File: src/rtl/vga_pkg.sv
// Shared constants, state encoding and one-hot helpers for the tile scheduler.
package vga_pkg;

  localparam int AREA_NUM   = 6;
  localparam int AREA_SIZE  = 200;
  localparam int CELL_SHIFT = 3;
  // Enough bits to number every 8-pixel cell across one 200-pixel area (0..24).
  localparam int CELL_BITS  = $clog2(((AREA_SIZE - 1) >> CELL_SHIFT) + 1);
  localparam int IDX_W      = 3;

  typedef enum logic [1:0] {
    ST_IDLE    = 2'd0,
    ST_PENDING = 2'd1,
    ST_SWAP    = 2'd2
  } sched_state_t;

  function automatic logic is_onehot(input logic [AREA_NUM-1:0] a);
    return (a != '0) && ((a & (a - {{(AREA_NUM-1){1'b0}}, 1'b1})) == '0);
  endfunction

  function automatic logic [IDX_W-1:0] onehot_to_idx(input logic [AREA_NUM-1:0] a);
    logic [IDX_W-1:0] idx;
    idx = '0;
    for (int i = 0; i < AREA_NUM; i++) begin
      if (a[i]) idx = idx | IDX_W'(i);
    end
    return idx;
  endfunction

endpackage

File: src/rtl/vga_tile_scheduler_if.sv
// CPU-side request/acknowledge bus used to retarget area tile IDs.
interface vga_tile_scheduler_if #(
  parameter int TILE_W = 4
);
  logic              cpu_req;
  logic              cpu_commit;
  logic [2:0]        cpu_idx;
  logic [TILE_W-1:0] cpu_tile;
  logic              cpu_ack;
  logic              cpu_err;
  logic              commit_busy;

  modport master (
    output cpu_req, cpu_commit, cpu_idx, cpu_tile,
    input  cpu_ack, cpu_err, commit_busy
  );

  modport slave (
    input  cpu_req, cpu_commit, cpu_idx, cpu_tile,
    output cpu_ack, cpu_err, commit_busy
  );
endinterface

File: src/rtl/vga_tile_table.sv
// Six-entry shadow/active tile-ID register file; swap copies shadow to active in one cycle.
module vga_tile_table
  import vga_pkg::*;
#(
  parameter int TILE_W = 4
) (
  input  logic              clk,
  input  logic              rst_n,
  input  logic              wr_en,
  input  logic [IDX_W-1:0]  wr_idx,
  input  logic [TILE_W-1:0] wr_tile,
  input  logic              swap,
  input  logic [IDX_W-1:0]  rd_idx,
  output logic [TILE_W-1:0] rd_tile
);

  logic [TILE_W-1:0] shadow_reg [AREA_NUM];
  logic [TILE_W-1:0] active_reg [AREA_NUM];

  generate
    for (genvar gi = 0; gi < AREA_NUM; gi++) begin : g_entry
      always_ff @(posedge clk or negedge rst_n) begin
        if (!rst_n) begin
          shadow_reg[gi] <= '0;
        end else if (wr_en && (wr_idx == IDX_W'(gi))) begin
          shadow_reg[gi] <= wr_tile;
        end
      end

      always_ff @(posedge clk or negedge rst_n) begin
        if (!rst_n) begin
          active_reg[gi] <= '0;
        end else if (swap) begin
          active_reg[gi] <= shadow_reg[gi];
        end
      end
    end
  endgenerate

  assign rd_tile = (rd_idx < IDX_W'(AREA_NUM)) ? active_reg[rd_idx] : '0;

endmodule

File: src/rtl/vga_tile_scheduler.sv
// Tile-pattern fetch sequencer for the 2x3 area grid with tear-free, vblank-timed table commits.
module vga_tile_scheduler
  import vga_pkg::*;
#(
  parameter int TILE_W  = 4,
  parameter int ROM_LAT = 1
) (
  input  logic                          clk,
  input  logic                          rst_n,
  input  logic                          vblank_start,
  input  logic [AREA_NUM-1:0]           area,
  input  logic [9:0]                    relative_x,
  input  logic [9:0]                    relative_y,
  vga_tile_scheduler_if.slave           cpu,
  output logic                          rom_en,
  output logic [TILE_W+2*CELL_BITS-1:0] rom_addr,
  output logic                          pix_active
);

  sched_state_t         state_reg;
  logic                 ack_reg;
  logic                 err_reg;
  logic                 busy_reg;
  logic                 req_held_reg;

  logic [AREA_NUM-1:0]  area_reg;
  logic [9:0]           rel_x_reg;
  logic [9:0]           rel_y_reg;
  logic [ROM_LAT-1:0]   pix_pipe_reg;

  logic                 accept;
  logic                 idx_ok;
  logic                 wr_en;
  logic                 swap;
  logic                 area_valid;
  logic [IDX_W-1:0]     area_idx;
  logic [TILE_W-1:0]    tile_rd;
  logic [CELL_BITS-1:0] cell_x;
  logic [CELL_BITS-1:0] cell_y;

  // A request is taken once per assertion, and only when no commit is in flight.
  assign accept = cpu.cpu_req && !req_held_reg && (state_reg == ST_IDLE);
  assign idx_ok = cpu.cpu_idx < IDX_W'(AREA_NUM);
  assign wr_en  = accept && !cpu.cpu_commit && idx_ok;
  assign swap   = (state_reg == ST_SWAP);

  vga_tile_table #(
    .TILE_W (TILE_W)
  ) u_table (
    .clk     (clk),
    .rst_n   (rst_n),
    .wr_en   (wr_en),
    .wr_idx  (cpu.cpu_idx),
    .wr_tile (cpu.cpu_tile),
    .swap    (swap),
    .rd_idx  (area_idx),
    .rd_tile (tile_rd)
  );

  always_ff @(posedge clk or negedge rst_n) begin
    if (!rst_n) begin
      state_reg    <= ST_IDLE;
      ack_reg      <= 1'b0;
      err_reg      <= 1'b0;
      busy_reg     <= 1'b0;
      req_held_reg <= 1'b0;
    end else begin
      ack_reg <= accept;
      err_reg <= accept && !cpu.cpu_commit && !idx_ok;
      if (!cpu.cpu_req) begin
        req_held_reg <= 1'b0;
      end else if (accept) begin
        req_held_reg <= 1'b1;
      end
      case (state_reg)
        ST_IDLE: begin
          if (accept && cpu.cpu_commit) begin
            state_reg <= ST_PENDING;
            busy_reg  <= 1'b1;
          end
        end
        ST_PENDING: begin
          if (vblank_start) state_reg <= ST_SWAP;
        end
        ST_SWAP: begin
          state_reg <= ST_IDLE;
          busy_reg  <= 1'b0;
        end
        default: state_reg <= ST_IDLE;
      endcase
    end
  end

  assign cpu.cpu_ack     = ack_reg;
  assign cpu.cpu_err     = err_reg;
  assign cpu.commit_busy = busy_reg;

  always_ff @(posedge clk or negedge rst_n) begin
    if (!rst_n) begin
      area_reg  <= '0;
      rel_x_reg <= '0;
      rel_y_reg <= '0;
    end else begin
      area_reg  <= area;
      rel_x_reg <= relative_x;
      rel_y_reg <= relative_y;
    end
  end

  assign area_valid = is_onehot(area_reg);
  assign area_idx   = onehot_to_idx(area_reg);
  // Positions are 1-based; shift the 0-based offset down to an 8x8 cell index.
  assign cell_x     = CELL_BITS'((rel_x_reg - 10'd1) >> CELL_SHIFT);
  assign cell_y     = CELL_BITS'((rel_y_reg - 10'd1) >> CELL_SHIFT);

  always_ff @(posedge clk or negedge rst_n) begin
    if (!rst_n) begin
      rom_en   <= 1'b0;
      rom_addr <= '0;
    end else begin
      rom_en <= area_valid;
      if (area_valid) rom_addr <= {tile_rd, cell_y, cell_x};
    end
  end

  generate
    for (genvar gi = 0; gi < ROM_LAT; gi++) begin : g_pix_delay
      always_ff @(posedge clk or negedge rst_n) begin
        if (!rst_n) begin
          pix_pipe_reg[gi] <= 1'b0;
        end else if (gi == 0) begin
          pix_pipe_reg[gi] <= rom_en;
        end else begin
          pix_pipe_reg[gi] <= pix_pipe_reg[(gi > 0) ? gi - 1 : 0];
        end
      end
    end
  endgenerate

  assign pix_active = pix_pipe_reg[ROM_LAT-1];

endmodule
File: src/flat_wrapper.sv
// flat-port wrapper written by rule: the top's interface ports become plain ports
module vga_tile_scheduler_flat import vga_pkg::*;
#(
  parameter int TILE_W  = 4,
  parameter int ROM_LAT = 1
)
  (clk, rst_n, vblank_start, area, relative_x, relative_y, rom_en, rom_addr, pix_active, cpu_cpu_req, cpu_cpu_commit, cpu_cpu_idx, cpu_cpu_tile, cpu_cpu_ack, cpu_cpu_err, cpu_commit_busy);
  vga_tile_scheduler_if #(.TILE_W(TILE_W)) cpu_i ();
  input  logic clk;
  input  logic rst_n;
  input  logic vblank_start;
  input  logic [AREA_NUM-1:0] area;
  input  logic [9:0] relative_x;
  input  logic [9:0] relative_y;
  output logic rom_en;
  output logic [TILE_W+2*CELL_BITS-1:0] rom_addr;
  output logic pix_active;
  input wire logic [$bits(cpu_i.cpu_req)-1:0] cpu_cpu_req;
  input wire logic [$bits(cpu_i.cpu_commit)-1:0] cpu_cpu_commit;
  input wire logic [$bits(cpu_i.cpu_idx)-1:0] cpu_cpu_idx;
  input wire logic [$bits(cpu_i.cpu_tile)-1:0] cpu_cpu_tile;
  output wire logic [$bits(cpu_i.cpu_ack)-1:0] cpu_cpu_ack;
  output wire logic [$bits(cpu_i.cpu_err)-1:0] cpu_cpu_err;
  output wire logic [$bits(cpu_i.commit_busy)-1:0] cpu_commit_busy;
  assign cpu_i.cpu_req = cpu_cpu_req;
  assign cpu_i.cpu_commit = cpu_cpu_commit;
  assign cpu_i.cpu_idx = cpu_cpu_idx;
  assign cpu_i.cpu_tile = cpu_cpu_tile;
  assign cpu_cpu_ack = cpu_i.cpu_ack;
  assign cpu_cpu_err = cpu_i.cpu_err;
  assign cpu_commit_busy = cpu_i.commit_busy;
  vga_tile_scheduler #(.TILE_W(TILE_W), .ROM_LAT(ROM_LAT)) u_core (.clk(clk), .rst_n(rst_n), .vblank_start(vblank_start), .area(area), .relative_x(relative_x), .relative_y(relative_y), .cpu(cpu_i), .rom_en(rom_en), .rom_addr(rom_addr), .pix_active(pix_active));
endmodule
File: config.mk
export PLATFORM = sky130hd
export DESIGN_NAME = vga_tile_scheduler_flat
export DESIGN_NICKNAME = d
export VERILOG_FILES = /design/src/rtl/vga_pkg.sv /design/src/rtl/vga_tile_scheduler_if.sv /design/src/rtl/vga_tile_table.sv /design/src/rtl/vga_tile_scheduler.sv /design/src/flat_wrapper.sv
export SDC_FILE = /design/constraint.sdc
export NUM_CORES = 1
export LEC_CHECK = 0
export ABC_CLOCK_PERIOD_IN_PS = 5600
export BUFFER_PORTS_ARGS = -buffer_cell sky130_fd_sc_hd__buf_2
export CAP_MARGIN = 20
export CORE_UTILIZATION = 30
export DETAILED_ROUTE_END_ITERATION = 7
export GPL_TIMING_DRIVEN = 0
export RECOVER_POWER = 25
export SLEW_MARGIN = 20
export SYNTH_ARGS = -nofsm -noshare
export SYNTH_HDL_FRONTEND = slang
export SYNTH_SLANG_ARGS = --single-unit
File: constraint.sdc
create_clock -name clk -period 5.6 [get_ports clk]
set_input_delay 0.28 -clock clk [delete_from_list [all_inputs] [get_ports clk]]
set_output_delay 0.28 -clock clk [all_outputs]
set_load 0.01 [all_outputs]
### Word level (Yosys, flattened, before mapping)

Index checks and enable logic that the tools add are counted.

| operators by class | value |
|---|---|
| $add $sub $neg | 3 |
| mux-type cells | 16 |
| magnitude comparators | 3 |
| bitwise logic cells | 2 |
| reductions and logical operators | 23 |
| eq/ne operators | 10 |

Operator list:

| cell | number |
|---|---|
| subtractor 8 x 1 -> 8 bit, second input constant | 2 |
| logical AND 1 bit | 13 |
| binary-select mux 4 bit (select 3 bit) | 1 |
| 2-to-1 mux 4 bit | 3 |
| 2-to-1 mux 2 bit | 4 |
| bitwise AND 6 bit | 1 |
| == test 3 x 2 -> 1 bit, second input constant | 2 |
| == test 3 bit, second input constant | 2 |
| zero test 6 bit | 1 |
| less-than comparator 3 bit, second input constant | 2 |
| 2-to-1 mux 3 bit | 2 |
| nonzero test 6 bit | 1 |
| subtractor 6 x 1 -> 6 bit, second input constant | 1 |
| >= comparator 4 bit, second input constant | 1 |
| 2-to-1 mux 1 bit | 4 |
| != test 2 bit, second input constant | 2 |
| NOT 3 -> 4 bit | 1 |
| one-hot mux 2 bit (2 select lines) | 1 |
| AND reduction 2 bit | 2 |
| == test 3 x 1 -> 1 bit, second input constant | 1 |
| zero test 1 bit | 3 |
| zero test 3 bit | 1 |
| == test 2 x 1 -> 1 bit, second input constant | 1 |
| == test 2 bit, second input constant | 1 |
| 4 further kinds | 4 |

| word-level totals | value |
|---|---|
| bits in registers | 92 |
| bits of input ports | 38 |
| word-level logic and storage cells | 80 |

### Logic depth before layout (Yosys ltp)

| depth | value |
|---|---|
| depth after elaboration | 10 |
| mapped depth | 7 |

### Cells and area by module

From an unflattened synthesis, not the netlist that was laid out.

| unflattened totals | value |
|---|---|
| cell total of the unflattened synthesis | 238 |
| area, all modules | 3739.8 um^2 |

By module, submodules not included:

| module | area each (um^2) | cells an instance | instances |
|---|---|---|---|
| vga_tile_table | 2055.7 | 130 | 1 |
| vga_tile_scheduler | 1684.1 | 108 | 1 |

### Worst setup path after synthesis

No wires, ideal clock.

| timing path | value |
|---|---|
| path type | reg-to-reg |
| start point | register u_core.area_reg[5] |
| end point | register u_core.rom_addr[0] |
| data required time | 5.475 ns |
| data arrival time | 1.689 ns |
| period minus slack after synthesis | 1.814 ns |
| slack | 3.786 ns |
| cell stages (with the launch flop) | 8 |
| path through | dfrtp_1 buf_4 nor3b_1 o31ai_4 and2_2 buf_6 inv_6 mux2_2 |

| between the ends | value |
|---|---|
| word-level cells in the longest chain between the ends | 4 |
| elaborated cells between the ends (all ways) | 5 |

Ends and longest elaborated chain:

| item | line | text |
|---|---|---|
| start: declaration | vga_tile_scheduler.sv:26 | `logic [AREA_NUM-1:0] area_reg;` |
| start signal: assignment | vga_tile_scheduler.sv:104 | `area_reg <= area;` |
| subtractor 6 x 1 -> 6 bit | vga_pkg.sv:18 | `return (a != '0) && ((a & (a - {{(AREA_NUM-1){1'b0}}, 1'b1})) == '0);` |
| bitwise AND 6 bit | vga_pkg.sv:18 |  |
| zero test 6 bit | vga_pkg.sv:18 |  |
| logical AND 1 bit (*) | vga_pkg.sv:18 |  |
| net u_core.area_valid | vga_tile_scheduler.sv:35 | `logic area_valid;` |
| end signal: assignment | vga_tile_scheduler.sv:122 | `if (area_valid) rom_addr <= {tile_rd, cell_y, cell_x};` |
| end: declaration | vga_tile_scheduler.sv:16 | `output logic [TILE_W+2*CELL_BITS-1:0] rom_addr,` |

Mark *: on every way through the listed nets, which the timed path passes. The rest lies on a longest branch.
A chain may end at the register's enable or synchronous reset.

==> metrics.md <==
| Metric | Value |
|---|---|
| Share of cells above drive strength 1 | `between 40% and 50%` |
| Critical Path Sink Type | `async pin` |
| RSZ-0062 raised after global routing | `false` |
| Max-cap violations | `1` |
| Crit-path slowest cell | `clkbuf_1` |
| Final Skew | `between 0.004 and 0.005 ns` |
| Violated checks | `capacitance limit, slew limit` |
| Core area | `approximately 0.012 mm2` |
| Top FF cell, synth | `dfrtp_1` |
| Yosys reg bits | `92` |
| Post-synth EDFFs | `0` |
| Startpoint type of the worst setup path | `input port` |
| Comb power frac | `16.1%` |
| Largest net degree at the start of global routing | `between 40 and 50` |
| Area grow syn2layout | `22.3%` |
| R2r startpoint | `u_core.area_reg[4]` |
| Final period utilization | `between 40 and 50%` |
| Hold/Removal Path Class | `input port to flip-flop` |
| Netlist cell types | `40` |
| Flop2flop setup slack | `approximately 3.5 ns` |
| Vias | `between 2,000 and 2,500` |
| CP Data Arrival Time | `about 2.6 ns` |
| Hold path cells | `1` |
| Depth of the CTS H-tree | `3` |
| Buffers added on ports | `52` |
| # DRC | `0` |
| Setup TNS | `0 ns` |
| CTS Root Cell | `clkbuf_16` |
| Worst Path Max Fanout | `46` |
| Die W | `113 um` |
| Placer Congestion | `0.781` |
| Register area share after synthesis | `~63%` |
| Fill cell count | `1,127` |
| Max VDD drop | `169 uV` |
| Sequential share of power | `a little under 50%` |
| P_sw | `between 400 and 500 uW` |
| Initial Utilization | `about 31%` |
| Syn_area_per_cell | `roughly 14 um2` |
| Lkg Pwr | `between 0.002 and 0.0025 uW` |
| Switching share of power | `about a quarter` |
| Post-synth top area share | `a little over three fifths` |
| Slew margin rel. | `-67.9%` |
| Min-delay src | `relative_x[7]` |
| Drt initial violations | `71` |
| Vias in the first global route | `between 2,000 and 2,500` |
| Yosys top cell by area | `dfrtp_1` |
| Hold Violations, Final | `0` |
| Worst Reg-to-Reg Cells | `6` |
| Row cnt | `40` |
| First-pass GRT wire length | `~12,000 um` |
| Io pins | `57` |
| Synth area leaders | `dfrtp_1 (63%), mux2_2 (17%), xnor2_1 (1.4%)` |
| # diodes | `0` |
| Critical path's largest stage delay | `1.78 ns` |
| CTS Buffer Depth | `2` |
| Post-CTS sizing | `0` |
| Mapped Nets | `around 300` |
| R2R Path End | `u_core.rom_addr[1]` |
| Clock sinks | `92` |
| Post-DP HPWL | `~5000 um` |
| Cells after Synth | `260` |
| Top-count cell post-synth | `dfrtp_1` |
| CTS tree | `done` |
| Synth cell count leaders | `dfrtp_1 (92), mux2_2 (56), o21ai_0 (10), nand3_1 (8), nor2_1 (8)` |
| Crit-path cells | `dlygate4sd3_1 > clkbuf_1` |
| Clock period minus worst slack | `2.70 ns` |
| Layout net count | `between 300 and 400` |
| PwrDens | `around 420 mW/mm2` |
| Buffer and inverter count on the worst path | `2` |
| Initial antenna violation count | `0` |
| Hold Path Sink | `u_core.rel_x_reg[7]` |
| Setup Crit Path Kind | `input port to async pin` |
| Clock share of power | `between 30% and 40%` |
| Int Power | `about 1400 uW` |
| Max Clk Rate | `0.370 GHz` |
| Die ar. | `between 0.01 and 0.015 mm2` |
| Register clock-pin slew on the reported worst setup and hold paths | `~0.060 ns` |
| Via density | `around 4.7` |
| Outcome | `complete, but fails checks` |
| Clk_lat worst skew | `about 0.34 ns` |
| WL per Instance | `roughly 15 um` |
| Delay-heaviest family, CP | `buffers and inverters` |
| Slew Viols, Final | `46` |
| Total GRT Usage | `between 10% and 20%` |
| Cts bufs inserted | `9` |
| ANT nets after route | `0` |
| Setup violators final | `0` |
| Drt first pass iters | `4` |
| Worst Tran Pin Value | `roughly 2.5 ns` |
| Total Wirelength | `just over 7000 um` |
| Die height | `roughly 110 um` |
| Total grt overflow | `0` |
| Ys Warns | `0` |
| Required @ worst endpoint | `between 5 and 6 ns` |
| Total power | `about 1900 uW` |
| Async S/R FF share, synth | `between 90% and 100%` |
| Synthesized area | `~0.0037 mm2` |
[logic make-up after synthesis]
| family | count (synthesis) | synth area share, % |
|---|---|---|
| buffers and inverters | 16 | 2.35 |
| AND/OR/NAND/NOR | 51 | 8.50 |
| flip-flops | 92 | 62.6 |
| AO/OA/AOI/OAI | 35 | 6.94 |
| multiplexers | 59 | 18.0 |
| XOR/XNOR | 7 | 1.67 |
[what timing repair did]
action	in CTS	in global routing
hold endpoints to repair	45	0
buffers inserted	0	0
hold buffers	1	0
[routing by layer]
metal | up-vias | routed length, um | global-route usage (%)
met5 | - | 0 | 0
met4 | 0 | 193 | 6.31
met3 | 14 | 106 | 2.14
met2 | 24 | 3680 | 20.5
met1 | 1153 | 3240 | 15.9
li1 | 1069 | - | -
[power groups by stage]
stage | clock network, uW | logic [uW] | registers (uW)
after floorplan | 0 | 194 | 913
after global placement | 0 | 298 | 920
after detailed placement | 0 | 308 | 926
after CTS | 693 | 310 | 915
after global routing | 721 | 336 | 935
final | 678 | 305 | 914
[layout by cell type (no fill, tap or decap), types with 3 or more instances in the layout]
master / synthesis / routed
nand2b_1: 4 / 4
buf_2: 2 / 53
bufinv_16: 0 / 3
clkbuf_16: 0 / 9
nor3_1: 3 / 3
dfrtp_1: 92 / 92
o21ai_0: 10 / 10
clkbuf_1: 5 / 6
nand2_1: 6 / 6
o22ai_1: 3 / 3
nor2_1: 8 / 8
or4b_2: 3 / 3
mux2i_1: 3 / 3
o21a_1: 6 / 6
mux2_2: 56 / 56
nor3b_1: 3 / 3
inv_1: 5 / 5
a2111oi_0: 4 / 4
o31ai_1: 3 / 3
xnor2_1: 6 / 6
nand3_1: 8 / 8
o2111ai_1: 4 / 4
[through the flow]
step | std cells | cell area (um2) | setup WS [ns] | util [%] | hold WS, ns
6_report | 477 | 4500 | 2.90 | 37.6 | 0.0456
5_1_grt | 477 | 4500 | 2.38 | 37.6 | 0.0364
4_1_cts | 477 | 4500 | 3.49 | 37.6 | 0.0356
3_5_place_dp | 460 | 4150 | 3.53 | 34.7 | 0.333
3_3_place_gp | 459 | 4120 | 3.46 | 34.5 | 0.352
2_1_floorplan | 260 | 3680 | 3.79 | - | -0.0156
[area by class of cell]
| class | count | area [um2] | share of cell area [%] |
|---|---|---|---|
| flip-flops and latches | 92 | 2300 | 51.2 |
| repair buffers | 54 | 297 | 6.59 |
| clock inverters | 7 | 115 | 2.56 |
| well taps | 147 | 184 | 4.09 |
| clock buffers | 9 | 225 | 5.01 |
| inverters | 6 | 27.5 | 0.612 |
| multi-input cells | 152 | 1290 | 28.7 |
| plain buffers | 10 | 58.8 | 1.31 |
[worst max-delay path by stage]
stage / from / to / slack [ns] / cells past startpoint
after floorplan: u_core.area_reg[5] / u_core.rom_addr[0] / 3.79 / 7
after global placement: rst_n / u_core.state_reg[1] / 3.46 / 1
after detailed placement: u_core.area_reg[4] / u_core.rom_addr[1] / 3.53 / 6
after CTS: u_core.area_reg[4] / u_core.rom_addr[1] / 3.49 / 6
after global routing: rst_n / u_core.u_table.shadow_reg[22] / 2.38 / 2
final: rst_n / u_core.u_table.shadow_reg[14] / 2.90 / 2
(Power assumes the default switching activity.)
